$ cat config.mk
export PLATFORM = sky130hd
export DESIGN_NAME = seq_mag_comparator
export DESIGN_NICKNAME = d
export VERILOG_FILES = /design/src/rtl/seq_mag_comparator.sv
export SDC_FILE = /design/constraint.sdc
export NUM_CORES = 1
export LEC_CHECK = 0
export CORE_MARGIN = 2
export CORE_UTILIZATION = 53
export DETAILED_ROUTE_END_ITERATION = 16
export PLACE_DENSITY = 0.83
export SYNTH_ARGS = -nofsm -noshare
export SYNTH_HDL_FRONTEND = slang
export SYNTH_SLANG_ARGS = --single-unit
$ cat constraint.sdc
create_clock -name clk -period 2.8 [get_ports clk]
set_input_delay 0.7 -clock clk [delete_from_list [all_inputs] [get_ports clk]]
set_output_delay 0.7 -clock clk [all_outputs]
set_load 0.1 [all_outputs]
$ cat src/rtl/seq_mag_comparator.sv
// Iterative magnitude comparator: compares WIDTH-bit operands DIGIT bits per cycle,
// MSD first, with early exit on the first differing digit and signed/unsigned modes.
module seq_mag_comparator #(
  parameter int WIDTH = 16,
  parameter int DIGIT = 4
) (
  input  logic             clk,
  input  logic             rst,
  input  logic             start,
  input  logic             signed_mode,
  input  logic [WIDTH-1:0] a,
  input  logic [WIDTH-1:0] b,
  output logic             busy,
  output logic             done,
  output logic             alb,
  output logic             aeb,
  output logic             agb
);

  localparam int N  = WIDTH / DIGIT;
  localparam int CW = (N > 1) ? $clog2(N) : 1;

  typedef enum logic {IDLE = 1'b0, RUN = 1'b1} state_t;

  state_t           state_q, state_d;
  logic [CW-1:0]    cnt_q, cnt_d;
  logic [WIDTH-1:0] a_sh_q, a_sh_d, b_sh_q, b_sh_d;
  logic [2:0]       flags_q, flags_d;   // {alb, aeb, agb}
  logic             done_q, done_d;
  logic [WIDTH-1:0] msb_flip;
  logic [DIGIT-1:0] a_dig, b_dig;

  assign a_dig = a_sh_q[WIDTH-1 -: DIGIT];
  assign b_dig = b_sh_q[WIDTH-1 -: DIGIT];

  always_comb begin
    state_d  = state_q;
    cnt_d    = cnt_q;
    a_sh_d   = a_sh_q;
    b_sh_d   = b_sh_q;
    flags_d  = flags_q;
    done_d   = 1'b0;
    // Signed mode is folded into the operands at load time: flipping the sign bit
    // maps two's-complement order onto unsigned order, so the datapath stays unsigned.
    msb_flip = '0;
    msb_flip[WIDTH-1] = signed_mode;
    case (state_q)
      IDLE: begin
        if (start) begin
          a_sh_d  = a ^ msb_flip;
          b_sh_d  = b ^ msb_flip;
          cnt_d   = CW'(N - 1);
          flags_d = 3'b000;
          state_d = RUN;
        end
      end
      RUN: begin
        if (a_dig != b_dig) begin
          flags_d = {a_dig < b_dig, 1'b0, a_dig > b_dig};
          done_d  = 1'b1;
          state_d = IDLE;
        end else if (cnt_q == '0) begin
          flags_d = 3'b010;
          done_d  = 1'b1;
          state_d = IDLE;
        end else begin
          a_sh_d = a_sh_q << DIGIT;
          b_sh_d = b_sh_q << DIGIT;
          cnt_d  = cnt_q - CW'(1);
        end
      end
    endcase
  end

  always_ff @(posedge clk) begin
    if (rst) begin
      state_q <= IDLE;
      cnt_q   <= '0;
      a_sh_q  <= '0;
      b_sh_q  <= '0;
      flags_q <= 3'b000;
      done_q  <= 1'b0;
    end else begin
      state_q <= state_d;
      cnt_q   <= cnt_d;
      a_sh_q  <= a_sh_d;
      b_sh_q  <= b_sh_d;
      flags_q <= flags_d;
      done_q  <= done_d;
    end
  end

  assign busy = (state_q == RUN);
  assign done = done_q;
  assign alb  = flags_q[2];
  assign aeb  = flags_q[1];
  assign agb  = flags_q[0];

endmodule

# After elaboration in Yosys (flattened, before gate mapping)
# Index checks and enable logic that the tools add are counted.
[totals] wordCells=43 out_inout_bits=5 in_bits=36 register_bits=39
[classes] bitwise=3 magnitude_cmp=2 reduce_logical=4 n_addsub=1 n_mux=22 eq_ne=5
[ops] op="two-way mux 16 bit" count=6
[ops] op="case mux 16 bit (2 select lines)" count=2
[ops] op="bitwise XOR 16 bit" count=2
[ops] op="two-way mux 3 bit" count=3
[ops] op="two-way mux 2 bit" count=3
[ops] op="inequality test 2 bit (second input constant)" count=3
[ops] op="case mux 3 bit (2 select lines)" count=1
[ops] op="two-way mux 1 bit" count=5
[ops] op="> comparator 4 bit" count=1
[ops] op="< comparator 4 bit" count=1
[ops] op="inequality test 4 bit" count=1
[ops] op="case mux 2 bit (2 select lines)" count=1
[ops] op="inequality test 3 x 1 -> 1 bit (second input constant)" count=1
[ops] op="AND reduction 3 bit" count=1
[ops] op="logical NOT 2 bit" count=1
[ops] op="case mux 1 bit (2 select lines)" count=1
[ops] op="AND reduction 2 bit" count=1
[ops] op="OR reduction 2 bit" count=1
[ops] op="subtractor 2 x 1 -> 2 bit (second input constant)" count=1
[ops] op="NOT 1 bit" count=1

# Longest topological paths before layout
[depth] ltp_word=4 depth_mapped=8 depth_no_buf=6

# Worst setup path before layout
# OpenSTA, ideal clock, no wires.
[synth_timing] path_type="reg2reg" start="reg state_q (netlist: busy)" end="reg a_sh_q[10]" stages_incl_launch_ff=5 setup_ns=0.143 path_slack_ns=0.787 n_path_buf=2 synth_period_minus_slack_ns=2.013 t_required_ns=2.657 t_arrival_ns=1.870 cell_sequence="dfxtp_1 -> buf_4 -> buf_2 -> mux2i_1 -> a211oi_2"
[synth_between] elab_chain_cells=3 elab_cells_between_ends=6 cone_classes="eq/ne: 3; mux: 1; bitwise: 1; reduce/logical: 1"
[synth_lines] element="start: declaration" line_no="25" source="state_t state_q, state_d;"
[synth_lines] element="start signal: assignment" line_no="84" source="state_q <= state_d;"
[synth_lines] element="NOT 1 bit"
[synth_lines] element="inequality test 2 bit (no source line)"
[synth_lines] element="AND reduction 3 bit (no source line)"
[synth_lines] element="end signal: assignment" line_no="86" source="a_sh_q <= a_sh_d;"
[synth_lines] element="end: declaration" line_no="27" source="logic [WIDTH-1:0] a_sh_q, a_sh_d, b_sh_q, b_sh_d;"
# Several ways; a longest one is shown, not always the timed one.
# A chain may end at the register's enable or synchronous reset.

# Worst setup path after layout
[layout_timing] start="reg b_sh_q[15]" end="reg cnt_q[0]"
[layout_between] elab_chain_cells=3
[layout_lines] element="start: declaration" line_no="27"
[layout_lines] element="start signal: assignment" line_no="87" source="b_sh_q <= b_sh_d;"
[layout_lines] element="inequality test 4 bit" line_no="58" source="if (a_dig != b_dig) begin"
[layout_lines] element="inequality test 2 bit (no source line)"
[layout_lines] element="AND reduction 3 bit (no source line)"
[layout_lines] element="end signal: assignment" line_no="85" source="cnt_q <= cnt_d;"
[layout_lines] element="end: declaration" line_no="26" source="logic [CW-1:0] cnt_q, cnt_d;"
# Every way passes these cells.

==> flow_summary.ini <==
[synth]
synth_ff_type = dfxtp_1
synthXorXnorAreaFrac_pct = 0.956
synth_most_common_cell = dfxtp_1
ys_ff_latch = 39
synth.largest_area_cell = dfxtp_1
seq_area_frac_synth_pct = 42.6
syn_nets = 236
yosys-top-cells-area = dfxtp_1, mux2i_1, a211oi_2
synth_area_mm2 = 0.00183
synth_commonest_cells = dfxtp_1, nor2_1, mux2i_1
synth_edf_count = 0
yosys.area_share.simple_pct = 14.0
muxShareOfSynthArea_pct = 12.0
synth_area_per_cell_um2 = 9.39
synth_top_family_by_area = compound AO/OA/AOI/OAI gates
yosys_warnings = 0
synthAdderAreaFrac_pct = 3.42
synth_compound_area_share_pct = 20.6
syn_inst = 195
synthArstFlopShare_pct = 0
synth_cell_type_count = 28
yosysTopAreaCellShare_pct = 42.6

[sta]
relSlewSlack_pct = 24.9
fmax_ghz = 0.403
setup_viol = 0
finClkSkew_ns = 0.0116
rsz0062_at_grt = no
fin_ws_ns = 0.318
slew_violations = 0
hold_viol_final = 0
period_minus_slack_ns = 2.48
min_period_over_period_pct = 88.7
fin_setup_tns_ns = 0
worst_pin_slew_ns = 1.13

[cells_and_area]
final-seq-area_um2 = 781
fill_cells = 282
n_antenna_cell = 0
drive_gt1_share_pct = 13.3
fin_nets = 273
area_growth_pct = 27.8
multiInputGateArea_um2 = 933

[clock_tree]
cts_sinks = 39
ctsResizeCount = 0
cts_root_buf = clkbuf_4
cts_setup_buffers = 0
htree_levels = 2
cts_hold_buffers = 0
clockBufferDepth = 2
numCtsBuffers = 5
cts_tree = built
path_clk_slew_ns = 0.12
clkLatencyLatePin_ns = 0.35

[critical_path]
cp-end-kind = flop
path_cells = inv_1 -> ha_1 -> nand4_4 -> o31ai_4 -> buf_4 -> nor2_1 -> a211oi_1
critPathBufInv = 2
crit_arrival_ns = 2.75
crit_required_ns = 3.06
critPathTopFamily = compound AO/OA/AOI/OAI gates
slowest_delay_ns = 0.92
worst_setup_path_start_kind = flop
critical_path_class = flop to flop
crit_slowest_cell = o31ai_4
crit_fanout = 30

[route]
drt-vias-per-instance = 5.31
drc = 0
wire_per_inst_um = 12.7
wl_um = 3540
drt-pass1-iter-count = 4
num_vias = 1481
drtAntennaViolNets = 0
drt_iter0_drc = 35

[global_routing]
grt.met1_usage_pct = 24.3
use_met3_pct = 6.49
grt_use_met2_pct = 34.7
grt_usage_pct = 20.5
grt_max_degree = 31
grt-ovfl-total = 0
grt_pass1_wl_um = 6320
grt_pass1_vias = 1451
grt-busiest-layer = met2
antenna_found_initial = 0

[outcome]
status = completed

[floorplan]
core_mm2 = 0.00334
rows = 21
io_pins = 41
fp.dieH_um = 62.8
chipWidth_um = 62.8
start_util_pct = 54.9
die-area_mm2 = 0.00394

[run]
cap_violations = 0

[hold_path]
holdCritPathClass = flop to flop

[placed_design]
port_buffers = 40
dp_hpwl_um = 2520
routabilityCongestion = 0.847
dp_slack_ns = 0.313

[power_and_ir_drop]
power_density_mw_per_mm2 = 603
power.leakage_uw = 0.000871
ir_drop_uv = 370
cell type report:
class                      instances  area share [%]
clock buffer                       6            1.76
clock inverter                     2            2.57
inverter                           8            1.28
multi-input combinational        133            39.9
sequential                        39            33.4
tap                               46            2.46
timing repair buffer              45            18.7
flip-flops by register name (all words and copies together), names as in the netlist:
name     count
a_sh_q      16
cnt_q        2
done         1
b_sh_q      16
busy         1
flags_q      3
kinds of logic (layout without fill, tap and decap cells):
family / count (synthesis) / count (layout)
adders and majority gates: 5 / 5
AOI/OAI and AO/OA: 47 / 47
buffers and inverters: 23 / 61
DFF: 39 / 39
xor gates and xnor gates: 2 / 2
and+or+nand+nor: 57 / 57
muxes: 22 / 22
through the flow:
| step | instances | hold slack (ns) | power (µW) | util [%] | instance area (µm²) |
|---|---|---|---|---|---|
| final | 279 | 0.471 | 1410 | 70.2 | 2340 |
| after global routing | 279 | 0.489 | 1490 | 70.2 | 2340 |
| after CTS | 279 | 0.472 | 1420 | 70.2 | 2340 |
| after detailed placement | 271 | 0.456 | 965 | 67.1 | 2240 |
| after global placement | 271 | 0.454 | 957 | 67.1 | 2240 |
| after floorplan | 195 | 0.437 | 871 | - | 1830 |
metal layers:
metal | part of all wire (%) | wire length [µm] | vias up
li1 | - | - | 765
met1 | 44 | 1580 | 681
met2 | 50 | 1780 | 31
met3 | 4.3 | 151 | 4
met4 | 1.1 | 39 | 0
met5 | 0 | 0 | -
tightest hold or removal path, cell delays in order, from the launching register on:
cell and delay (ns):
dfxtp_1 0.33, nand3_1 0.06, a21oi_1 0.05
power by group:
part,internal [µW],total (µW),leakage [µW],switching (µW)
clock,279,460,0.0000525,182
combinational,145,322,0.000497,177
sequential,604,628,0.000322,24.3
total,1030,1410,0.000871,383
cell usage in the layout (no fill, tap or decap), types with 2 or more instances in the layout:
cell type	Yosys	routed
dfxtp_1	39	39
inv_1	7	7
nand3_1	10	10
mux2i_1	22	22
o21ai_0	4	4
nor3_1	2	2
ha_1	5	5
a211oi_2	10	10
a21oi_1	14	14
nand2_1	14	14
xnor2_1	2	2
a211oi_1	14	14
clkdlybuf4s50_1	0	35
nor2_1	26	26
buf_4	3	9
clkbuf_4	0	5
bufinv_16	0	2
final timing paths:
path	startpoint	endpoint	slack, ns	cells after the start
worst max-delay path	b_sh_q[15]	cnt_q[0]	0.32	7
worst min-delay path	b_sh_q[15]	b_sh_q[15]	0.47	2
worst min register to register	b_sh_q[15]	b_sh_q[15]	0.47	2
worst max register to register	b_sh_q[15]	cnt_q[0]	0.32	7
No activity file was read; power rests on OpenSTA's default activity.
